**src/rtl/target_sequencer_if.sv**
```systemverilog
// Bundles the sequencer's control and data signals between the round controller and the sequencer.
// Latency: none. The interface holds only nets.
// Backpressure: none. iStart is a level input, and the outputs are either state-driven or one-cycle pulses.
// Ports:
//   iStart, iSW   : driven by the master (round control, switch bank)
//   oMemValue     : value presented to the scorer
//   oAddr, oState : sequencer position
//   oHit, oTimeout, oDone : status outputs
interface target_sequencer_if #(
  parameter int AW = 4
) ();
  logic          iStart;
  logic [7:0]    iSW;
  logic [7:0]    oMemValue;
  logic [AW-1:0] oAddr;
  logic          oHit;
  logic          oTimeout;
  logic          oDone;
  logic [1:0]    oState;

  modport master (
    output iStart, iSW,
    input  oMemValue, oAddr, oHit, oTimeout, oDone, oState
  );

  modport slave (
    input  iStart, iSW,
    output oMemValue, oAddr, oHit, oTimeout, oDone, oState
  );
endinterface

```
**src/rtl/target_sequencer.sv**
```systemverilog
// Steps through a fixed target table and shows each target to the match scorer until it is hit or times out.
// Latency: SHOW starts 1 cycle after iStart, and oHit/oTimeout are registered, so they pulse 1 cycle after the deciding edge.
// Backpressure: none. iStart is ignored in SHOW and GAP, and a round always runs to DONE.
// Ports:
//   iClk, iRst : clock, synchronous active-low reset
//   bus        : target_sequencer_if slave (iStart/iSW in; oMemValue/oAddr/oHit/oTimeout/oDone/oState out)
module target_sequencer #(
  parameter int DEPTH      = 16,
  parameter int AW         = 4,
  parameter int SHOW_TICKS = 50_000_000,
  parameter int GAP_TICKS  = 25_000_000
) (
  input  logic                iClk,
  input  logic                iRst,
  target_sequencer_if.slave   bus
);

  typedef enum logic [1:0] {
    IDLE = 2'd0,
    SHOW = 2'd1,
    GAP  = 2'd2,
    DONE = 2'd3
  } state_t;

  localparam logic [31:0]   SHOW_LAST = 32'(SHOW_TICKS - 1);
  localparam logic [31:0]   GAP_LAST  = 32'(GAP_TICKS - 1);
  localparam logic [AW-1:0] ADDR_LAST = AW'(DEPTH - 1);

  state_t        state_q, state_d;
  logic [AW-1:0] addr_q, addr_d;
  logic [31:0]   timer_q, timer_d;
  logic          hit_q, hit_d;
  logic          timeout_q, timeout_d;

  // Only the low four index bits form a table entry. Narrower addresses are zero-extended.
  logic [3:0]    rom_idx;
  logic [7:0]    rom_value;
  logic          match;

  always_comb begin
    rom_idx   = 4'(addr_q);
    rom_value = {rom_idx, ~rom_idx};
    match     = (bus.iSW == rom_value);
  end

  // State register
  always_ff @(posedge iClk) begin
    if (!iRst) begin
      state_q   <= IDLE;
      addr_q    <= '0;
      timer_q   <= '0;
      hit_q     <= 1'b0;
      timeout_q <= 1'b0;
    end else begin
      state_q   <= state_d;
      addr_q    <= addr_d;
      timer_q   <= timer_d;
      hit_q     <= hit_d;
      timeout_q <= timeout_d;
    end
  end

  // Next-state logic
  always_comb begin
    state_d   = state_q;
    addr_d    = addr_q;
    timer_d   = timer_q;
    hit_d     = 1'b0;
    timeout_d = 1'b0;
    unique case (state_q)
      IDLE: begin
        addr_d  = '0;
        timer_d = '0;
        if (bus.iStart) begin
          state_d = SHOW;
        end
      end
      SHOW: begin
        // A match on the last window cycle counts as a hit, not a timeout.
        if (match) begin
          state_d = GAP;
          timer_d = '0;
          hit_d   = 1'b1;
        end else if (timer_q == SHOW_LAST) begin
          state_d   = GAP;
          timer_d   = '0;
          timeout_d = 1'b1;
        end else begin
          timer_d = timer_q + 32'd1;
        end
      end
      GAP: begin
        if (timer_q == GAP_LAST) begin
          timer_d = '0;
          if (addr_q == ADDR_LAST) begin
            state_d = DONE;
          end else begin
            state_d = SHOW;
            addr_d  = addr_q + AW'(1);
          end
        end else begin
          timer_d = timer_q + 32'd1;
        end
      end
      DONE: begin
        timer_d = '0;
        if (bus.iStart) begin
          state_d = SHOW;
          addr_d  = '0;
        end
      end
      default: begin
        state_d = IDLE;
        addr_d  = '0;
        timer_d = '0;
      end
    endcase
  end

  // Outputs. Outside SHOW the scorer sees ~iSW, which can never equal iSW,
  // so each hit is scored exactly once.
  always_comb begin
    bus.oMemValue = (state_q == SHOW) ? rom_value : ~bus.iSW;
    bus.oAddr     = addr_q;
    bus.oHit      = hit_q;
    bus.oTimeout  = timeout_q;
    bus.oDone     = (state_q == DONE);
    bus.oState    = state_q;
  end

endmodule
```
**src/flat_wrapper.sv**
```systemverilog
// flat-port wrapper written by rule: the top's interface ports become plain ports
module target_sequencer_flat 
#(
  parameter int DEPTH      = 16,
  parameter int AW         = 4,
  parameter int SHOW_TICKS = 50_000_000,
  parameter int GAP_TICKS  = 25_000_000
)
  (iClk, iRst, bus_iStart, bus_iSW, bus_oMemValue, bus_oAddr, bus_oHit, bus_oTimeout, bus_oDone, bus_oState);
  target_sequencer_if #(.AW(AW)) bus_i ();
  input  logic iClk;
  input  logic iRst;
  input wire logic [$bits(bus_i.iStart)-1:0] bus_iStart;
  input wire logic [$bits(bus_i.iSW)-1:0] bus_iSW;
  output wire logic [$bits(bus_i.oMemValue)-1:0] bus_oMemValue;
  output wire logic [$bits(bus_i.oAddr)-1:0] bus_oAddr;
  output wire logic [$bits(bus_i.oHit)-1:0] bus_oHit;
  output wire logic [$bits(bus_i.oTimeout)-1:0] bus_oTimeout;
  output wire logic [$bits(bus_i.oDone)-1:0] bus_oDone;
  output wire logic [$bits(bus_i.oState)-1:0] bus_oState;
  assign bus_i.iStart = bus_iStart;
  assign bus_i.iSW = bus_iSW;
  assign bus_oMemValue = bus_i.oMemValue;
  assign bus_oAddr = bus_i.oAddr;
  assign bus_oHit = bus_i.oHit;
  assign bus_oTimeout = bus_i.oTimeout;
  assign bus_oDone = bus_i.oDone;
  assign bus_oState = bus_i.oState;
  target_sequencer #(.DEPTH(DEPTH), .AW(AW), .SHOW_TICKS(SHOW_TICKS), .GAP_TICKS(GAP_TICKS)) u_core (.iClk(iClk), .iRst(iRst), .bus(bus_i));
endmodule
```
**config.mk**
```make
export PLATFORM = sky130hd
export DESIGN_NAME = target_sequencer_flat
export DESIGN_NICKNAME = d
export VERILOG_FILES = /design/src/rtl/target_sequencer_if.sv /design/src/rtl/target_sequencer.sv /design/src/flat_wrapper.sv
export SDC_FILE = /design/constraint.sdc
export NUM_CORES = 1
export LEC_CHECK = 0
export ABC_AREA = 1
export CORE_MARGIN = 5
export CORE_UTILIZATION = 63
export DETAILED_ROUTE_END_ITERATION = 8
export DONT_BUFFER_PORTS = 1
export PLACE_DENSITY_LB_ADDON = 0.3
export SLEW_MARGIN = 5
export SYNTH_ARGS = -nofsm -noshare
export SYNTH_HDL_FRONTEND = slang
export SYNTH_SLANG_ARGS = --single-unit
```
**constraint.sdc**
```tcl
create_clock -name iClk -period 2.1 [get_ports iClk]
set_clock_uncertainty 0.05 [all_clocks]
set_input_delay 0.42 -clock iClk [delete_from_list [all_inputs] [get_ports iClk]]
set_output_delay 0.42 -clock iClk [all_outputs]
set_load 0.01 [all_outputs]
```
-- Yosys cells after proc, flatten, opt, wreduce, memory -nomap -nowiden
Index checks and enable logic that the tools add are counted.
- add/subtract/negate cells: 2
- equality and inequality tests: 12
- muxes and demuxes: 17
- bitwise logic cells: 4
- reductions and logical operators: 7
- operators by type and width (kind ; count):
    $mux 32 ; 3
    $pmux 32 s3 ; 1
    $add 32x1->32 const B ; 1
    $eq 32x25->1 const B ; 1
    $eq 32x26->1 const B ; 1
    $mux 4 ; 3
    $pmux 4 s3 ; 1
    $mux 2 ; 5
    $eq 8x8->1 ; 1
    $mux 8 ; 1
    $not 8->8 ; 1
    $pmux 2 s3 ; 1
    $add 4x1->4 const B ; 1
    $eq 2x2->1 const B ; 2
    $eq 4x4->1 const B ; 1
    $ne 2x1->1 const B ; 2
    $ne 2x2->1 const B ; 2
    $not 4->4 ; 1
    $reduce_and 4->1 ; 1
    $ne 3x1->1 const B ; 1
    $reduce_and 3->1 ; 1
    $reduce_bool 3->1 ; 1
    $reduce_or 3->1 ; 1
    $eq 2x1->1 const B ; 1
    5 further kinds ; 7
- bits in registers: 40
- input bits: 11
- output and inout bits: 17
- logic and storage cells: 47

-- Logic depth before layout (Yosys ltp)
- depth in word-level cells: 4
- depth in mapped cells: 11

-- Worst setup path after synthesis
Ideal clock, no wire load.
- path type: reg2out
- from: register u_core.state_q[0] (netlist: u_core.bus.oState[0])
- to: output bus_oMemValue[0]
- arrival: 1.282 ns
- required time: 1.630 ns
- path slack: 0.348 ns
- cell stages (with the launch flop): 6
- cells stage by stage: dfxtp_1 -> ha_1 -> clkbuf_1 -> inv_1 -> nor2_1 -> o21bai_1
- word-level cells in the longest chain between the ends: 2
- ends and longest elaborated chain (element ; line ; text):
    from (decl) ; target_sequencer.sv:29 ; state_t state_q, state_d;
    from (signal assigned) ; target_sequencer.sv:55 ; state_q <= state_d;
    $eq 2x1->1 ; target_sequencer.sv:123 ; bus.oMemValue = (state_q == SHOW) ? rom_value : ~bus.iSW;
    $mux 8 ; target_sequencer.sv:123 ;
    to (decl) ; flat_wrapper.sv:15 ; output wire logic [$bits(bus_i.oMemValue)-1:0] bus_oMemValue;
Every way passes these cells.

-- Worst setup path after layout
- from: register u_core.state_q[1] (netlist: u_core.bus.oState[1])
- to: output bus_oMemValue[5]
The elaborated chain is that of the path after synthesis.

==> impl_results.md <==
* First-pass GRT wire length at 9.86 mm
* DR pass1 iterations at 4
* Setup bufs post-CTS at 0
* Syn_area_per_cell at approximately 6.6 µm²
* Hold path depth at 2
* Busiest grt layer: met2
* Worst setup SP type: register
* Wire per inst at 12.9 µm
* Post-CTS Hold Buffers at 0
* Period minus WS final at just under 2000 ps
* FF+latch count, synth at 40
* Setup TNS at 0 ps
* Worst Tran Pin Value at around 380 ps
* CTS clk-pin slew, worst paths at about 80 ps
* Top-Level Pins at 28
* Core area at approximately 4000 µm²
* Layout cells sized above 1 at under 10%
* Register-to-Register Path Depth at 8
* Routed Antenna Nets at 0
* M3 GR Usage at under 10%
* Max-capacitance violation count at 0
* PD cells at roughly 850 nW/µm²
* Clock Latency Late Sink at approximately 290 ps
* Crit-path cells: inv_1, ha_1, inv_2, nor2_1, a21oi_1
* Endpoints failing setup at 0
* DP HPWL at ~4.6 mm
* Outcome: finished, final reports clean
* Drt via density at approximately 5.4
* Crit path required time at roughly 1600 ps
* Antenna violations before repair at 0
* Post-synthesis cell count at 398
* Clk Tree Root Cell: clkbuf_8
* CTS max path bufs at 2
* Sequential share of the synthesized area at between 30 and 40%
* Ys Warns at 0
* Worst setup path class: register to output pin
* Fin. Hold Viols at 0
* Met2 Use GR at 40.2%
* Gr usage total at a little under a quarter
* Initial DRC Count at roughly 170
* TritonCTS buffer count at 5
* Die W at 74.4 µm
* GR Util met1 at around a quarter
* Post-synth cell types at 36
* Chip height at between 70 and 80 µm
* Peak VDD IR at around 0.00073 V
* Crit. path cell count at 5
* Slew Limit Fails at 0
* CP arrival at about 1500 ps
* Leak Pwr at between 1 and 1.5 nW
* Clock sink count at 40
* Delay-heaviest family, CP: flip-flops
* Syn Std Cell Area at 2610 µm²
* Remaining global-route overflow at 0
* RePlAce Congestion at between 0.9 and 1
* Filler cell count at 363
* DRC at 0
* Min-delay worst type: primary input to register
* Routed vias at 2422
* Worst path slowest cell: dfxtp_1
* CTS tree: built
* Rel. slew slack at between 70% and 80%
* Row cnt at 23
* RSZ-0062 raised after global routing: false
* Final worst-path cycle share at between 90% and 100%
* Ant diodes at 0
* Area of the multi-input gates at ~1600 µm²
* CP peak stage delay at between 400 and 500 ps
* Finished Core Util at between 60% and 70%
* Most common cell after layout, fill and taps aside: nand2_1
* Syn nets at 415
* Total Nets Final at roughly 420
* Resized cells post-CTS at 0
* Maximum number of pins on one net before global-route repair at 26
* Max H-tree Level at 2
* Die Area at roughly 5500 µm²
* Vias in the first global route at around 2400
* Initial core utilization at between 60% and 70%
* CP Max Fanout at 8
* Max Freq at between 0.5 and 0.6 GHz
* I/O Buffers at 0
* CP Buf/Inv Count at 2
* Reg area at 801 µm²
* Most frequent cells in the layout: nand2_1, nor2_1, inv_1
* Synthesis-to-layout area growth at 6.13%
* Crit. End Element: output pin
* Final WL at between 5 and 6 mm
## report_power, final
| part | leakage (nW) | total, mW | internal (mW) | switching, mW |
|---|---|---|---|---|
| combinational | 0.723 | 0.791 | 0.254 | 0.537 |
| sequential | 0.323 | 0.909 | 0.813 | 0.0964 |
| clock | 0.0614 | 0.662 | 0.389 | 0.273 |
| total | 1.11 | 2.36 | 1.46 | 0.907 |
## worst register-to-register path: cells and delay by family (launching register included)
kind,cells,cell delay [ps]
adders and majority gates,1,320
DFF,1,480
AOI/OAI and AO/OA,2,410
and+or+nand+nor,3,270
buffers and inverters,2,210
## Yosys cell counts, drive strengths merged
| cell | count | area share [%] |
|---|---|---|
| o21a | 1 | 0.29 |
| nand3b | 4 | 1.6 |
| o22ai | 1 | 0.24 |
| nor4 | 2 | 0.72 |
| nor3 | 18 | 4.1 |
| and3 | 2 | 0.48 |
| inv | 49 | 7.0 |
| clkbuf | 1 | 0.14 |
| xnor2 | 3 | 1.0 |
| nand3 | 26 | 6.3 |
| o21bai | 3 | 0.86 |
| nand2 | 102 | 16 |
| o21ai | 8 | 1.5 |
| nor2 | 91 | 15 |
| dfxtp | 40 | 31 |
| clkinv | 1 | 0.14 |
| ha | 6 | 2.9 |
| buf | 4 | 1.2 |
| nand4 | 9 | 2.2 |
| a21oi | 10 | 1.9 |
| xor2 | 17 | 5.7 |
## kinds of logic after synthesis
logic type      after synthesis  synth area share (%)
compound gates               23                  4.84
xor+xnor                     20                  6.71
fa+ha+maj                     6                  2.87
buf+inv                      55                  8.52
flops                        40                  30.7
simple gates                254                  46.4
## final timing paths
kind	to	slack [ps]	startpoint
max	bus_oMemValue[5]	110	u_core.bus.oState[1]$_SDFFE_PN0P_
min	u_core.bus.oAddr[2]$_SDFFE_PN0P_	190	iRst
max reg2reg	u_core.bus.oAddr[0]$_SDFFE_PN0P_	270	u_core.bus.oState[0]$_SDFFE_PN0P_
min reg2reg	u_core.timer_q[0]$_SDFF_PN0_	400	u_core.timer_q[0]$_SDFF_PN0_
## layer usage
metal	routed length [µm]	vias to the layer above
li1	-	1260
met2	2890	65
met4	95	0
met5	0	-
met1	2480	1086
met3	351	11
## state kept, by name (all words and copies together) (netlist names)
| name | flops |
|---|---|
| u_core.bus.oState | 2 |
| u_core.bus.oAddr | 4 |
| u_core.bus.oHit | 1 |
| u_core.bus.oTimeout | 1 |
| u_core.timer_q | 32 |
## through the flow
step | hold slack, ps | area (µm²) | total power [mW] | setup WS (ps) | cells
after detailed placement | 394 | 2650 | 1.71 | 268 | 444
after global placement | 374 | 2650 | 1.68 | 301 | 444
after global routing | 189 | 2770 | 2.53 | 8.24 | 452
final | 191 | 2770 | 2.36 | 114 | 452
after CTS | 185 | 2770 | 2.37 | 16.6 | 452
after floorplan | 362 | 2610 | 1.56 | 348 | 398
## final cells by class
cell class                      count  share of cell area (%)
Sequential cell                    40                    28.9
Timing Repair Buffer                1                   0.271
Inverter                           50                    6.77
Clock buffer                        6                    2.98
Tap cell                           50                    2.26
Multi-Input combinational cell    303                    57.4
Clock inverter                      2                    1.40
Power figures use the tool's default switching activity.
